`config.mk`:
```
export PLATFORM = sky130hd
export DESIGN_NAME = cpu_apb_bridge_flat
export DESIGN_NICKNAME = d
export VERILOG_FILES = /design/src/rtl/cpu_apb_bridge_if.sv /design/src/rtl/cpu_apb_bridge.sv /design/src/flat_wrapper.sv
export SDC_FILE = /design/constraint.sdc
export NUM_CORES = 1
export LEC_CHECK = 0
export BUFFER_PORTS_ARGS = -buffer_cell sky130_fd_sc_hd__buf_2
export CORE_ASPECT_RATIO = 0.8
export CORE_MARGIN = 2
export CORE_UTILIZATION = 45
export CTS_CLUSTER_DIAMETER = 100
export DETAILED_ROUTE_END_ITERATION = 8
export GPL_TIMING_DRIVEN = 0
export PLACE_DENSITY = 0.88
export SLEW_MARGIN = 40
export SYNTH_ARGS = -nofsm -noshare
export SYNTH_HDL_FRONTEND = slang
export SYNTH_SLANG_ARGS = --single-unit
export TNS_END_PERCENT = 1
```
`constraint.sdc`:
```
create_clock -name APB_PCLK -period 4.47 [get_ports APB_PCLK]
set_input_delay 0.2235 -clock APB_PCLK [delete_from_list [all_inputs] [get_ports APB_PCLK]]
set_output_delay 0.2235 -clock APB_PCLK [all_outputs]
set_load 0.02 [all_outputs]
```
`src/rtl/cpu_apb_bridge_if.sv`:
```
// Bus bundles for the core-to-APB bridge.
//   cpu_bus_if : core data-bus port. The core is the master; the bridge is the slave.
//   apb_bus_if : APB peripheral bus. The bridge is the master; the peripheral is the slave.

interface cpu_bus_if;
  logic        cpu_valid;
  logic [31:0] cpu_addr;
  logic [31:0] cpu_wdata;
  logic [3:0]  cpu_wstrb;
  logic        cpu_ready;
  logic [31:0] cpu_rdata;
  logic        cpu_err;

  modport master (
    output cpu_valid, cpu_addr, cpu_wdata, cpu_wstrb,
    input  cpu_ready, cpu_rdata, cpu_err
  );

  modport slave (
    input  cpu_valid, cpu_addr, cpu_wdata, cpu_wstrb,
    output cpu_ready, cpu_rdata, cpu_err
  );
endinterface

interface apb_bus_if;
  logic [31:0] paddr;
  logic [31:0] pdata;
  logic [31:0] prdata;
  logic        psel;
  logic        penable;
  logic        pwrite;
  logic [3:0]  pstb;
  logic        pready;
  logic        perr;

  modport master (
    output paddr, pdata, psel, penable, pwrite, pstb,
    input  prdata, pready, perr
  );

  modport slave (
    input  paddr, pdata, psel, penable, pwrite, pstb,
    output prdata, pready, perr
  );
endinterface

```
`src/rtl/cpu_apb_bridge.sv`:
```
// cpu_apb_bridge: single-outstanding bridge from the core data-bus port to APB.
// Every output is a flop. The *_d values are computed for the state being entered,
// so psel/penable/cpu_ready line up with the state they belong to.
//
// state  | meaning
// -------+------------------------------------------------------------------
// IDLE   | no transfer; cpu_valid accepted here and request fields captured
// SETUP  | APB setup phase, psel=1 penable=0, always one cycle
// ACCESS | APB access phase, psel=1 penable=1, waits for pready or timeout
// RESP   | APB released, cpu_ready pulse, timeout counter cleared
//
// A timeout counter counts ACCESS cycles without pready. With TIMEOUT != 0 the
// transfer is aborted on the TIMEOUT-th such cycle, unless pready arrives in that
// same cycle, in which case the normal completion takes priority.

module cpu_apb_bridge #(
  parameter int unsigned TIMEOUT   = 256,
  parameter int unsigned TO_W      = 9,
  parameter logic [31:0] ERR_RDATA = 32'h0
) (
  input  logic      APB_PCLK,
  input  logic      APB_PRESET,
  cpu_bus_if.slave  cpu,
  apb_bus_if.master apb
);

  typedef enum logic [1:0] {
    ST_IDLE   = 2'd0,
    ST_SETUP  = 2'd1,
    ST_ACCESS = 2'd2,
    ST_RESP   = 2'd3
  } state_t;

  localparam bit            TO_EN   = (TIMEOUT != 0);
  localparam logic [TO_W-1:0] TO_LAST = TO_EN ? TO_W'(TIMEOUT - 1) : '0;

  state_t          state_q, state_d;
  logic [31:0]     paddr_q, paddr_d;
  logic [31:0]     pdata_q, pdata_d;
  logic [3:0]      pstb_q, pstb_d;
  logic            pwrite_q, pwrite_d;
  logic            psel_q, psel_d;
  logic            penable_q, penable_d;
  logic            cpu_ready_q, cpu_ready_d;
  logic [31:0]     cpu_rdata_q, cpu_rdata_d;
  logic            cpu_err_q, cpu_err_d;
  logic [TO_W-1:0] to_cnt_q, to_cnt_d;
  logic            timeout_hit;

  // Abort condition: the current ACCESS cycle is the last one allowed.
  assign timeout_hit = TO_EN && (to_cnt_q == TO_LAST);

  // Next-state and next-output logic; defaults first so nothing latches.
  always_comb begin
    state_d     = state_q;
    paddr_d     = paddr_q;
    pdata_d     = pdata_q;
    pstb_d      = pstb_q;
    pwrite_d    = pwrite_q;
    psel_d      = 1'b0;
    penable_d   = 1'b0;
    cpu_ready_d = 1'b0;
    cpu_rdata_d = cpu_rdata_q;
    cpu_err_d   = cpu_err_q;
    to_cnt_d    = to_cnt_q;

    unique case (state_q)
      ST_IDLE: begin
        if (cpu.cpu_valid) begin
          paddr_d  = cpu.cpu_addr;
          pdata_d  = cpu.cpu_wdata;
          pstb_d   = cpu.cpu_wstrb;
          pwrite_d = |cpu.cpu_wstrb;
          psel_d   = 1'b1;
          state_d  = ST_SETUP;
        end
      end

      ST_SETUP: begin
        psel_d    = 1'b1;
        penable_d = 1'b1;
        state_d   = ST_ACCESS;
      end

      ST_ACCESS: begin
        if (!apb.pready) begin
          to_cnt_d = to_cnt_q + 1'b1;
        end
        if (apb.pready) begin
          // Writes return zero so stale peripheral data never reaches the core.
          cpu_rdata_d = pwrite_q ? 32'h0 : apb.prdata;
          cpu_err_d   = apb.perr;
          cpu_ready_d = 1'b1;
          state_d     = ST_RESP;
        end else if (timeout_hit) begin
          cpu_rdata_d = ERR_RDATA;
          cpu_err_d   = 1'b1;
          cpu_ready_d = 1'b1;
          state_d     = ST_RESP;
        end else begin
          psel_d    = 1'b1;
          penable_d = 1'b1;
        end
      end

      ST_RESP: begin
        // cpu_valid is deliberately not looked at here; the next request is
        // taken in IDLE, so back-to-back transfers are four cycles apart.
        to_cnt_d = '0;
        state_d  = ST_IDLE;
      end

      default: begin
        state_d = ST_IDLE;
      end
    endcase
  end

  // State and output registers; reset drops the bus immediately.
  always_ff @(posedge APB_PCLK or posedge APB_PRESET) begin
    if (APB_PRESET) begin
      state_q     <= ST_IDLE;
      paddr_q     <= '0;
      pdata_q     <= '0;
      pstb_q      <= '0;
      pwrite_q    <= 1'b0;
      psel_q      <= 1'b0;
      penable_q   <= 1'b0;
      cpu_ready_q <= 1'b0;
      cpu_rdata_q <= '0;
      cpu_err_q   <= 1'b0;
      to_cnt_q    <= '0;
    end else begin
      state_q     <= state_d;
      paddr_q     <= paddr_d;
      pdata_q     <= pdata_d;
      pstb_q      <= pstb_d;
      pwrite_q    <= pwrite_d;
      psel_q      <= psel_d;
      penable_q   <= penable_d;
      cpu_ready_q <= cpu_ready_d;
      cpu_rdata_q <= cpu_rdata_d;
      cpu_err_q   <= cpu_err_d;
      to_cnt_q    <= to_cnt_d;
    end
  end

  assign apb.paddr     = paddr_q;
  assign apb.pdata     = pdata_q;
  assign apb.pstb      = pstb_q;
  assign apb.pwrite    = pwrite_q;
  assign apb.psel      = psel_q;
  assign apb.penable   = penable_q;
  assign cpu.cpu_ready = cpu_ready_q;
  assign cpu.cpu_rdata = cpu_rdata_q;
  assign cpu.cpu_err   = cpu_err_q;

endmodule

```
`src/flat_wrapper.sv`:
```
// flat-port wrapper written by rule: the top's interface ports become plain ports
module cpu_apb_bridge_flat 
#(
  parameter int unsigned TIMEOUT   = 256,
  parameter int unsigned TO_W      = 9,
  parameter logic [31:0] ERR_RDATA = 32'h0
)
  (APB_PCLK, APB_PRESET, cpu_cpu_valid, cpu_cpu_addr, cpu_cpu_wdata, cpu_cpu_wstrb, cpu_cpu_ready, cpu_cpu_rdata, cpu_cpu_err, apb_paddr, apb_pdata, apb_psel, apb_penable, apb_pwrite, apb_pstb, apb_prdata, apb_pready, apb_perr);
  cpu_bus_if cpu_i ();
  apb_bus_if apb_i ();
  input  logic APB_PCLK;
  input  logic APB_PRESET;
  input wire logic [$bits(cpu_i.cpu_valid)-1:0] cpu_cpu_valid;
  input wire logic [$bits(cpu_i.cpu_addr)-1:0] cpu_cpu_addr;
  input wire logic [$bits(cpu_i.cpu_wdata)-1:0] cpu_cpu_wdata;
  input wire logic [$bits(cpu_i.cpu_wstrb)-1:0] cpu_cpu_wstrb;
  output wire logic [$bits(cpu_i.cpu_ready)-1:0] cpu_cpu_ready;
  output wire logic [$bits(cpu_i.cpu_rdata)-1:0] cpu_cpu_rdata;
  output wire logic [$bits(cpu_i.cpu_err)-1:0] cpu_cpu_err;
  output wire logic [$bits(apb_i.paddr)-1:0] apb_paddr;
  output wire logic [$bits(apb_i.pdata)-1:0] apb_pdata;
  output wire logic [$bits(apb_i.psel)-1:0] apb_psel;
  output wire logic [$bits(apb_i.penable)-1:0] apb_penable;
  output wire logic [$bits(apb_i.pwrite)-1:0] apb_pwrite;
  output wire logic [$bits(apb_i.pstb)-1:0] apb_pstb;
  input wire logic [$bits(apb_i.prdata)-1:0] apb_prdata;
  input wire logic [$bits(apb_i.pready)-1:0] apb_pready;
  input wire logic [$bits(apb_i.perr)-1:0] apb_perr;
  assign cpu_i.cpu_valid = cpu_cpu_valid;
  assign cpu_i.cpu_addr = cpu_cpu_addr;
  assign cpu_i.cpu_wdata = cpu_cpu_wdata;
  assign cpu_i.cpu_wstrb = cpu_cpu_wstrb;
  assign cpu_cpu_ready = cpu_i.cpu_ready;
  assign cpu_cpu_rdata = cpu_i.cpu_rdata;
  assign cpu_cpu_err = cpu_i.cpu_err;
  assign apb_paddr = apb_i.paddr;
  assign apb_pdata = apb_i.pdata;
  assign apb_psel = apb_i.psel;
  assign apb_penable = apb_i.penable;
  assign apb_pwrite = apb_i.pwrite;
  assign apb_pstb = apb_i.pstb;
  assign apb_i.prdata = apb_prdata;
  assign apb_i.pready = apb_pready;
  assign apb_i.perr = apb_perr;
  cpu_apb_bridge #(.TIMEOUT(TIMEOUT), .TO_W(TO_W), .ERR_RDATA(ERR_RDATA)) u_core (.APB_PCLK(APB_PCLK), .APB_PRESET(APB_PRESET), .cpu(cpu_i), .apb(apb_i));
endmodule
```
Yosys cells after proc, flatten, opt, wreduce, memory -nomap -nowiden:

Cells that the tools add are included.

* output and inout port bits: 105
* register bits after elaboration: 116
* memory bits (read-only): 0
* memories kept: 0
* memory bits (writable): 0
* latch bits: 0

* $add $sub $neg: 1
* $lt $le $gt $ge: 0
* eq/ne operators: 7
* multiplexer cells: 19
* reductions and logical operators: 8
* $mul: 0
* div/mod/pow operators: 0
* bitwise gates (word level): 0
* shift operators: 0

Operators with widths (count)
* $mux W32: 3
* $pmux W9 S2: 1
* $add A9 B1 Y9 const B: 1
* $eq A9 B8 Y1 const B: 1
* $mux W9: 1
* $mux W1: 8
* $pmux W2 S4: 1
* $reduce_and A2 Y1: 4
* $mux W2: 3
* $eq A2 B2 Y1 const B: 2
* $ne A2 B2 Y1 const B: 2
* $reduce_bool A2 Y1: 2
* $reduce_or A4 Y1: 1
* $ne A3 B2 Y1 const B: 1
* $pmux W1 S3: 1
* $eq A2 B1 Y1 const B: 1
* $logic_not A2 Y1: 1
* $pmux W1 S2: 1

Depth between registers and ports, before layout:

Gate-level depths: netlist of run 1.

* word-level depth: 4
* gate-level depth with buffers: 9
* gate-level depth less buffers: 8

Worst setup path after synthesis of run 1:

OpenSTA, ideal clock, no wires.

* kind: reg2reg
* from: register u_core.to_cnt_q[0]
* to: register u_core.cpu_rdata_q[0], in the netlist u_core.cpu.cpu_rdata[0]
* arrival: 1.662 ns
* cell stages (with the launch flop): 10
* required time: 4.353 ns
* buffers on the path: 1
* path slack: 2.691 ns
* period minus slack after synthesis: 1.779 ns
* cells stage by stage: dfrtp_1 ha_1 nand3_1 nor2_1 ha_1 o21ai_2 clkinv_1 clkbuf_1 nand3_1 nand2_1

* cells in the longest elaborated chain, start to end: 3

Ends and longest elaborated chain
* from (decl): RTL line cpu_apb_bridge.sv:47 `logic [TO_W-1:0] to_cnt_q, to_cnt_d;`
* from (signal assigned): RTL line cpu_apb_bridge.sv:144 `to_cnt_q <= to_cnt_d;`
* $eq A9 B8 Y1: RTL line cpu_apb_bridge.sv:51 `assign timeout_hit = TO_EN && (to_cnt_q == TO_LAST);`
* $reduce_bool A2 Y1 (no line)
* $reduce_and A2 Y1 (no line)
* to (signal assigned): RTL line cpu_apb_bridge.sv:142 `cpu_rdata_q <= cpu_rdata_d;`
* to (decl): RTL line cpu_apb_bridge.sv:45 `logic [31:0] cpu_rdata_q, cpu_rdata_d;`

No other way between the ends.
A chain may end at the register's enable or synchronous reset.

Worst setup path in the final report of run 1:

* from: register u_core.to_cnt_q[0]
* to: register u_core.cpu_rdata_q[10], in the netlist u_core.cpu.cpu_rdata[10]

The elaborated chain is that of the path after synthesis.

==> tab_implementation.tex, run 1 <==
\begin{tabular}{lr}
\hline
Metric & Value \\
\hline
\multicolumn{2}{l}{\textbf{Place}} \\
\quad Placement Cell Area & 0.00590 sq mm \\
\quad Placed cells & 724 \\
\quad Port Buffer Count & 208 \\
\quad Routability congestion estimate from global placement & between 0.8 and 0.9 \\
\quad Half-perimeter wire length after detailed placement & 8180 microns \\
\multicolumn{2}{l}{\textbf{Finish}} \\
\quad Count of non-filler cells in the finished layout & 756 \\
\quad Area growth from synthesis to layout & 38.9\% \\
\quad Fraction of final layout cells sized beyond drive strength 1 & 51.8\% \\
\quad Number of antenna repair diodes & 0 \\
\quad Post-route design area & 0.00645 sq mm \\
\quad Final layout net count & 716 \\
\multicolumn{2}{l}{\textbf{Clocking}} \\
\quad Post-CTS clock slew at the launch and capture registers of the worst setup and hold paths & 0.05 ns \\
\quad Num CTS Buffers & 17 \\
\quad TritonCTS clock tree & done \\
\quad Worst-Skew Late Latency & 0.39 ns \\
\quad Number of clock sinks & 116 \\
\quad Root Driver & sky130\_fd\_sc\_hd\_\_clkbuf\_16 \\
\quad CTS resizes & 0 \\
\quad CTS Buffer Depth & 2 \\
\quad CTS H-tree lvls & 4 \\
\quad Post-CTS Repair Setup Buffers & 0 \\
\multicolumn{2}{l}{\textbf{Routing}} \\
\quad Total routed wirelength & 11000 microns \\
\quad Vias per cell & approximately 4.9 \\
\quad Met2 Wirelength & 5580 microns \\
\quad Starting DRT DRC Count & 151 \\
\quad Routed met3 length & 859 microns \\
\quad Remaining number of nets flagged by the antenna check after routing & 0 \\
\quad First-pass detailed-route iteration total & 4 \\
\quad Count of vias placed by the detailed router & 3728 \\
\quad Post-DR wirelength/cell & around 15 microns \\
\quad Wire length the detailed router placed on met1 & 4500 microns \\
\quad Final routed DRC violation total & 0 \\
\quad Top Layer Used & met4 \\
\multicolumn{2}{l}{\textbf{Power and ir drop}} \\
\quad Worst vdd ir & 0.469 mV \\
\quad P\_leak & 3.38 nW \\
\quad Ratio of total power to cell area & a little under 800 mW/mm\^{}2 \\
\multicolumn{2}{l}{\textbf{Logic synthesis}} \\
\quad Area contributors post-synth & sky130\_fd\_sc\_hd\_\_dfrtp\_1, sky130\_fd\_sc\_hd\_\_mux2\_2, sky130\_fd\_sc\_hd\_\_nand2\_1 \\
\quad Synth warn & 0 \\
\quad Flop and latch count out of synthesis & 116 \\
\quad Mean instance size in the synthesized netlist & 12.4 sq um \\
\quad Count of flip-flops with a built-in enable after synthesis & 0 \\
\quad Post-synthesis cell type with the largest combined area & sky130\_fd\_sc\_hd\_\_dfrtp\_1 \\
\quad Synthesized netlist net count & 487 \\
\quad Part of the Yosys area used for sequential elements & between 60\% and 70\% \\
\quad Post-synthesis instance area & roughly 0.0046 sq mm \\
\quad Share of the synthesized area in the top cell type & 62.5\% \\
\quad Number of different library cells in the post-synthesis netlist & 28 \\
\quad Post-synthesis async set-or-reset flop share & 100\% \\
\quad Instance count of the mapped netlist & 375 \\
\quad Top\_reg\_cell synth & sky130\_fd\_sc\_hd\_\_dfrtp\_1 \\
\multicolumn{2}{l}{\textbf{Worst setup path}} \\
\quad Data arrival time of the critical path & between 2 and 2.5 ns \\
\quad Crit path launch type & flop \\
\quad Data required time of the worst path & 4.75 ns \\
\quad Critical-path maximum fanout & 10 \\
\quad Critical setup path kind & reg -> reg \\
\quad Critical path cell sequence & ha\_1 -> nand3\_1 -> nor2\_1 -> ha\_1 -> o21ai\_2 -> clkinv\_1 -> clkbuf\_1 -> nand3\_1 -> nand2\_1 \\
\quad Total stage count of the critical path & 9 \\
\quad Reg2reg path depth & 9 \\
\quad Bufs and invs on worst path & 2 \\
\quad Critical-path top delay cell & sky130\_fd\_sc\_hd\_\_dfrtp\_1 \\
\quad Largest delay share family, worst path & buffers and inverters \\
\quad Type of destination of the critical path & flop \\
\quad CP peak stage delay & 0.41 ns \\
\multicolumn{2}{l}{\textbf{Timing}} \\
\quad Maximum frequency from static timing analysis & about 450 MHz \\
\quad Final number of hold-violating endpoints & 0 \\
\quad Time the worst path needs with I/O delays and setup & roughly 2.2 ns \\
\quad Unrepaired setup endpoints after global routing & no \\
\quad Headroom to the max-slew limit & 63.2\% \\
\quad Least-Margin Pin Slew & 0.553 ns \\
\quad Clk\_skew & 0.00726 ns \\
\quad Final Setup Violations & 0 \\
\quad Slew Viols, Final & 0 \\
\quad Final TNS setup & 0 ns \\
\quad Share of the clock period used by the worst path after layout & 49.5\% \\
\multicolumn{2}{l}{\textbf{Worst hold path}} \\
\quad Min-delay worst type & in -> reg \\
\quad WHS Path Cells & 3 \\
\multicolumn{2}{l}{\textbf{Global routing}} \\
\quad Initial antenna violation count & 0 \\
\quad Total global-route track usage & 19.9\% \\
\quad Pin count of the biggest net entering global routing & 69 \\
\quad First-pass GRT wire length & 17600 microns \\
\quad Residual overflow from global routing & 0 \\
\quad Number of global-route vias before repair & about 3800 \\
\multicolumn{2}{l}{\textbf{Die}} \\
\quad Starting utilization of the core area & between 40\% and 50\% \\
\quad Number of top-level design ports & 210 \\
\quad Die Span Y & 94.9 microns \\
\quad Site row count & 33 \\
\quad CORE AREA & 0.0102 sq mm \\
\quad Area enclosed by the die boundary & 0.0112 sq mm \\
\quad Die W & approximately 120 microns \\
\multicolumn{2}{l}{\textbf{Flow run}} \\
\quad Max cap viols & 0 \\
\multicolumn{2}{l}{\textbf{Status}} \\
\quad Run status & completed \\
\hline
\end{tabular}
[state kept, by name, summed over array words and instances (netlist names)]
register	count
u_core.apb.paddr	32
u_core.apb.pdata	32
u_core.cpu.cpu_rdata	32
u_core.to_cnt_q	9
u_core.apb.pstb	4
u_core.state_q	2
u_core.apb.penable	1
u_core.apb.psel	1
u_core.apb.pwrite	1
u_core.cpu.cpu_err	1
u_core.cpu.cpu_ready	1
[Yosys cell counts, types with 4 or more instances]
master	count
sky130_fd_sc_hd__nor2_1	6
sky130_fd_sc_hd__clkbuf_1	11
sky130_fd_sc_hd__o21ai_0	6
sky130_fd_sc_hd__buf_2	7
sky130_fd_sc_hd__mux2_2	69
sky130_fd_sc_hd__dfrtp_1	116
sky130_fd_sc_hd__a21oi_1	4
sky130_fd_sc_hd__nand2_1	76
sky130_fd_sc_hd__nand3_1	36
sky130_fd_sc_hd__mux2i_1	4
sky130_fd_sc_hd__nor4_1	4
sky130_fd_sc_hd__ha_1	7
sky130_fd_sc_hd__nand2b_1	4
sky130_fd_sc_hd__inv_1	6
[metrics by stage]
step / setup WS, ns / utilization [%] / total power, mW / hold slack, ns
final: 2.26 / 63.5 / 5.13 / 0.0561
after detailed placement: 2.30 / 58.1 / 3.93 / 0.252
after global placement: 0.00261 / 57.7 / 3.82 / 0.445
after global routing: 2.09 / 63.5 / 5.43 / 0.0445
after CTS: 2.26 / 63.5 / 5.19 / 0.0424
after floorplan: 1.17 / - / 3.17 / 0.346
[cells by family (layout without fill, tap and decap cells)]
family,Yosys count,count (layout),share of synthesized area [%]
DFF,116,116,62.5
and+or+nand+nor,137,137,13.3
muxes,73,73,17.6
buffers and inverters,27,268,2.69
adders and majority gates,7,7,1.89
AOI/OAI and AO/OA,15,15,2.02
[area by class of cell]
| cell class | count | area (sq um) |
|---|---|---|
| tap | 140 | 175 |
| inverter | 7 | 33.8 |
| multi-input combinational | 232 | 1620 |
| sequential | 116 | 2900 |
| clock buffer | 22 | 464 |
| clock inverter | 9 | 81.3 |
| buffer | 20 | 98.8 |
| fill | 811 | 3700 |
| timing repair buffer | 210 | 1080 |
[placed cells by master, fill, tap and decap left out]
cell,netlist,final
sky130_fd_sc_hd__clkbuf_16,0,17
sky130_fd_sc_hd__o21ai_2,1,1
sky130_fd_sc_hd__nor4_1,4,4
sky130_fd_sc_hd__dlygate4sd3_1,0,1
sky130_fd_sc_hd__and2_4,1,1
sky130_fd_sc_hd__buf_16,0,1
sky130_fd_sc_hd__nor3b_1,2,2
sky130_fd_sc_hd__inv_1,6,5
sky130_fd_sc_hd__nand2b_1,4,4
sky130_fd_sc_hd__a21oi_1,4,4
sky130_fd_sc_hd__buf_6,2,2
sky130_fd_sc_hd__dfrtp_1,116,116
sky130_fd_sc_hd__nor2b_1,3,3
sky130_fd_sc_hd__nand4_1,1,1
sky130_fd_sc_hd__inv_8,0,1
sky130_fd_sc_hd__o21ai_0,6,6
sky130_fd_sc_hd__nor2_1,6,6
sky130_fd_sc_hd__nand2_1,76,76
sky130_fd_sc_hd__bufinv_16,0,1
sky130_fd_sc_hd__clkinv_2,0,4
sky130_fd_sc_hd__clkinv_1,1,1
sky130_fd_sc_hd__nand3_1,36,36
sky130_fd_sc_hd__clkinvlp_4,0,3
sky130_fd_sc_hd__ha_1,7,7
sky130_fd_sc_hd__clkinv_4,0,1
sky130_fd_sc_hd__clkbuf_1,11,14
sky130_fd_sc_hd__nor4b_1,2,2
sky130_fd_sc_hd__buf_2,7,215
sky130_fd_sc_hd__mux2_2,69,69
sky130_fd_sc_hd__a21boi_1,1,1
sky130_fd_sc_hd__mux2i_1,4,4
sky130_fd_sc_hd__o32a_1,1,1
sky130_fd_sc_hd__o31ai_1,1,1
sky130_fd_sc_hd__a21bo_2,1,1
sky130_fd_sc_hd__or4_1,1,1
sky130_fd_sc_hd__nand3b_1,1,1
sky130_fd_sc_hd__clkbuf_8,0,2
[path summary, 6_finish.rpt]
check | startpoint | to | slack [ns]
worst max-delay path | u_core.to_cnt_q[0] | u_core.cpu.cpu_rdata[10] | 2.26
worst min-delay path | apb_prdata[19] | u_core.cpu.cpu_rdata[19] | 0.06
worst max register to register | u_core.to_cnt_q[0] | u_core.cpu.cpu_rdata[10] | 2.26
worst min register to register | u_core.cpu.cpu_rdata[2] | u_core.cpu.cpu_rdata[2] | 0.46
max in group asynchronous | APB_PRESET | u_core.apb.paddr[17] | 3.46
min in group asynchronous | APB_PRESET | u_core.apb.paddr[22] | 0.38
[power by group]
part           total (mW)  switching [mW]  internal (mW)
clock network        1.23           0.444          0.786
logic                2.09            1.27          0.818
registers            1.81           0.256           1.56
total                5.13            1.97           3.16
[worst min-delay path: stages]
cell	delay, ns
sky130_fd_sc_hd__buf_2	0.07
sky130_fd_sc_hd__nand3_1	0.05
sky130_fd_sc_hd__nand2_1	0.06
[repair_timing]
| item | in CTS | in global routing |
|---|---|---|
| endpoints found under the setup margin | 0 | 0 |
| hold buffers | 1 | 0 |
| hold endpoints to repair | 48 | 0 |
[metal layers]
layer | up-vias | GRT usage [%]
met1 | 1809 | 23.4
met3 | 7 | 6.94
met5 | - | 0
met4 | 0 | 5.42
li1 | 1739 | -
met2 | 173 | 35.0
(Power assumes the default switching activity.)
==> run 2: changes to the inputs <==
Settings changed: CORE_UTILIZATION 45 to 42, PLACE_DENSITY 0.88 to 0.87.
Clock period 4.47 ns to 1.84 ns, I/O delays scaled along.
==> run 2 against run 1 <==
Wire length increased by 29%. Highest routed layer unchanged. Critical path type unchanged. First-iteration DRC count grew 9.9%. Combinational power rose to 2.6 times the previous value. Clock power rose to 2.6 times the previous value. Non-clock buffer count up 108.
==> tab_implementation.tex, run 2 (synthesis results as in run 1) <==
\begin{tabular}{lr}
\hline
Metric & Value \\
\hline
\multicolumn{2}{l}{\textbf{Status}} \\
\quad Run status & completed \\
\multicolumn{2}{l}{\textbf{Worst setup path}} \\
\quad CP dominant cell by count & sky130\_fd\_sc\_hd\_\_nand3\_1 \\
\quad CP peak stage delay & 0.44 ns (+0.03 ns) \\
\quad Data arrival time of the critical path & 2.06 ns (-0.43 ns) \\
\quad Data required time of the worst path & 2.13 ns (-2.62 ns) \\
\quad Crit path launch type & flop \\
\quad Type of destination of the critical path & flop \\
\quad Critical setup path kind & reg -> reg \\
\quad Critical-path maximum fanout & 10 (unchanged) \\
\quad Critical path cell sequence & ha\_4 -> nand3\_1 -> nor2\_1 -> ha\_2 -> o21ai\_4 -> clkinv\_4 -> buf\_4 -> nand3\_1 -> nand2\_1 \\
\quad Critical-path top delay cell & sky130\_fd\_sc\_hd\_\_dfrtp\_1 \\
\multicolumn{2}{l}{\textbf{Global routing}} \\
\quad Initial antenna violation count & 0 (unchanged) \\
\quad First-pass GRT wire length & 22500 microns (+28\%) \\
\quad Pin count of the biggest net entering global routing & 26 (-62\%) \\
\quad Total global-route track usage & 24.3\% (+4.5 points) \\
\quad Residual overflow from global routing & 0 (unchanged) \\
\quad Number of global-route vias before repair & 4653 (+23\%) \\
\multicolumn{2}{l}{\textbf{Power and ir drop}} \\
\quad Ratio of total power to cell area & 1720 mW/mm\^{}2 (+120\%) \\
\quad Worst vdd ir & 1.04 mV (+120\%) \\
\quad P\_leak & 3.90 nW (+15\%) \\
\quad Total power of the final layout & 13.2 mW (+160\%) \\
\multicolumn{2}{l}{\textbf{Routing}} \\
\quad Vias per cell & 4.88 (-0.99\%) \\
\quad Total routed wirelength & 14200 microns (+29\%) \\
\quad First-pass detailed-route iteration total & 4 (unchanged) \\
\quad Starting DRT DRC Count & 166 (+9.9\%) \\
\quad Post-DR wirelength/cell & 16.4 microns (+12\%) \\
\quad Count of vias placed by the detailed router & 4243 (+14\%) \\
\quad Remaining number of nets flagged by the antenna check after routing & 0 (unchanged) \\
\quad Final routed DRC violation total & 0 (unchanged) \\
\multicolumn{2}{l}{\textbf{Clocking}} \\
\quad Worst-Skew Late Latency & 0.40 ns (about the same) \\
\quad Num CTS Buffers & 17 (unchanged) \\
\quad TritonCTS clock tree & done \\
\quad CTS H-tree lvls & 4 (unchanged) \\
\quad Number of clock sinks & 116 (unchanged) \\
\quad Post-CTS clock slew at the launch and capture registers of the worst setup and hold paths & 0.05 ns (about the same) \\
\quad CTS Buffer Depth & 2 (unchanged) \\
\quad Root Driver & sky130\_fd\_sc\_hd\_\_clkbuf\_16 \\
\multicolumn{2}{l}{\textbf{Finish}} \\
\quad Final layout net count & 824 (+15\%) \\
\quad Area growth from synthesis to layout & 65.2\% \\
\quad Multi-input combinational cell area & 0.00166 sq mm (+2.3\%) \\
\quad Fillcell total & 679 (-16\%) \\
\quad Reg area & 0.00290 sq mm (about the same) \\
\quad Fraction of final layout cells sized beyond drive strength 1 & 47.2\% (-4.6 points) \\
\quad Post-route design area & 0.00768 sq mm (+19\%) \\
\quad Number of antenna repair diodes & 0 (unchanged) \\
\quad Most frequent cells in the layout & sky130\_fd\_sc\_hd\_\_buf\_2, sky130\_fd\_sc\_hd\_\_dfrtp\_1, sky130\_fd\_sc\_hd\_\_dlygate4sd3\_1, sky130\_fd\_sc\_hd\_\_nand2\_1, sky130\_fd\_sc\_hd\_\_mux2\_2 \\
\quad Most common cell after layout, fill and taps aside & sky130\_fd\_sc\_hd\_\_buf\_2 \\
\multicolumn{2}{l}{\textbf{Timing}} \\
\quad Final worst hold slack & 0.0600 ns (+0.00386 ns) \\
\quad Worst Slack Setup Final & 0.0676 ns (-2.19 ns) \\
\quad Maximum frequency from static timing analysis & 564 MHz (+25\%) \\
\quad Clk\_skew & 0.00788 ns (+0.000618 ns) \\
\quad Slew Viols, Final & 0 (unchanged) \\
\quad Final number of hold-violating endpoints & 0 (unchanged) \\
\quad Unrepaired setup endpoints after global routing & yes \\
\quad Headroom to the max-slew limit & 62.5\% (-0.68 points) \\
\quad Least-Margin Pin Slew & 0.563 ns (+0.0102 ns) \\
\quad Final TNS setup & 0 ns (unchanged) \\
\quad Share of the clock period used by the worst path after layout & 96.3\% (+47 points) \\
\quad Time the worst path needs with I/O delays and setup & 1.77 ns (-0.440 ns) \\
\quad Final Setup Violations & 0 (unchanged) \\
\multicolumn{2}{l}{\textbf{Die}} \\
\quad Site row count & 34 (+3.0\%) \\
\quad Starting utilization of the core area & 43.0\% (-2.7 points) \\
\quad Area enclosed by the die boundary & 0.0119 sq mm (+6.9\%) \\
\quad CORE AREA & 0.0108 sq mm (+6.4\%) \\
\quad Die W & 122 microns (+3.4\%) \\
\quad Die Span Y & 98.1 microns (+3.4\%) \\
\quad Number of top-level design ports & 210 (unchanged) \\
\multicolumn{2}{l}{\textbf{Flow run}} \\
\quad Max cap viols & 0 (unchanged) \\
\multicolumn{2}{l}{\textbf{Place}} \\
\quad Port Buffer Count & 208 (unchanged) \\
\quad Half-perimeter wire length after detailed placement & 8160 microns (-0.31\%) \\
\quad Worst setup slack before clock tree synthesis & -0.281 ns (-2.58 ns) \\
\quad Placement Cell Area & 0.00598 sq mm (+1.4\%) \\
\quad Routability congestion estimate from global placement & 0.799 (-3.0\%) \\
\multicolumn{2}{l}{\textbf{Worst hold path}} \\
\quad Min-delay worst type & in -> reg \\
\hline
\end{tabular}
run 2: changes by cell type in the layout (fill, tap and decap cells not counted), moves of 2 or more:
cell	change
sky130_fd_sc_hd__buf_12	+2
sky130_fd_sc_hd__dlygate4sd3_1	+101
sky130_fd_sc_hd__clkbuf_1	-7
sky130_fd_sc_hd__ha_1	-2
sky130_fd_sc_hd__clkbuf_4	+2
sky130_fd_sc_hd__clkbuf_2	+2
sky130_fd_sc_hd__buf_4	+6
run 2: area by class of cell:
cell class                 instances  share of cell area, %
clock buffer                      23                   6.23
sequential                       116                   37.8
tap                              144                   2.35
clock inverter                     9                   1.34
multi-input combinational        232                   21.6
inverter                           7                  0.456
timing repair buffer             318                   28.6
buffer                            20                   1.65
run 2: worst paths after layout:
| kind | slack [ns] | start | cells past startpoint | endpoint |
|---|---|---|---|---|
| min in group asynchronous | 0.24 | APB_PRESET | 3 | u_core.apb.paddr[28] |
| min reg2reg | 0.46 | u_core.cpu.cpu_rdata[8] | 2 | u_core.cpu.cpu_rdata[8] |
| max | 0.07 | u_core.to_cnt_q[1] | 9 | u_core.cpu.cpu_rdata[3] |
| min | 0.06 | apb_pready | 4 | u_core.to_cnt_q[1] |
| max in group asynchronous | 0.82 | APB_PRESET | 6 | u_core.apb.paddr[18] |
| max reg2reg | 0.07 | u_core.to_cnt_q[1] | 9 | u_core.cpu.cpu_rdata[3] |
run 2: repair_timing:
action	in CTS	in global routing
hold endpoints to repair	150	0
pin swaps	1	1
cloned	0	0
resized for setup	15	15
hold buffers	102	0
setup buffers	1	2
setup endpoints to repair	43	110
run 2: critical path, delay by kind of cell, from the launching register on:
kind / cells / cell delay (ns)
simple gates: 4 / 0.31
flops: 1 / 0.44
compound gates: 1 / 0.21
buf+inv: 2 / 0.30
fa+ha+maj: 2 / 0.40
run 2: power by group:
part           switching (mW)  internal (mW)  total, mW  leakage, nW
Sequential              0.691           3.78       4.48         1.45
Clock                    1.11           2.09       3.20        0.279
Combinational            3.28           2.23       5.52         2.17
Total                    5.09           8.11       13.2         3.90
run 2: metal layers:
metal  track usage (%)  vias up  share of wire (%)
met4              10.1        0                2.8
met5                 0        -                  0
li1                  -     1953                  -
met3              7.89       39                8.2
met1              26.2     2040                 37
met2              43.9      211                 52
run 2: metrics by stage:
step / std cells / utilization, %
floorplan: 375 / -
global placement: 727 / 54.3
detailed placement: 732 / 55.3
CTS: 867 / 70.6
global route: 869 / 71.0
finish: 869 / 71.0
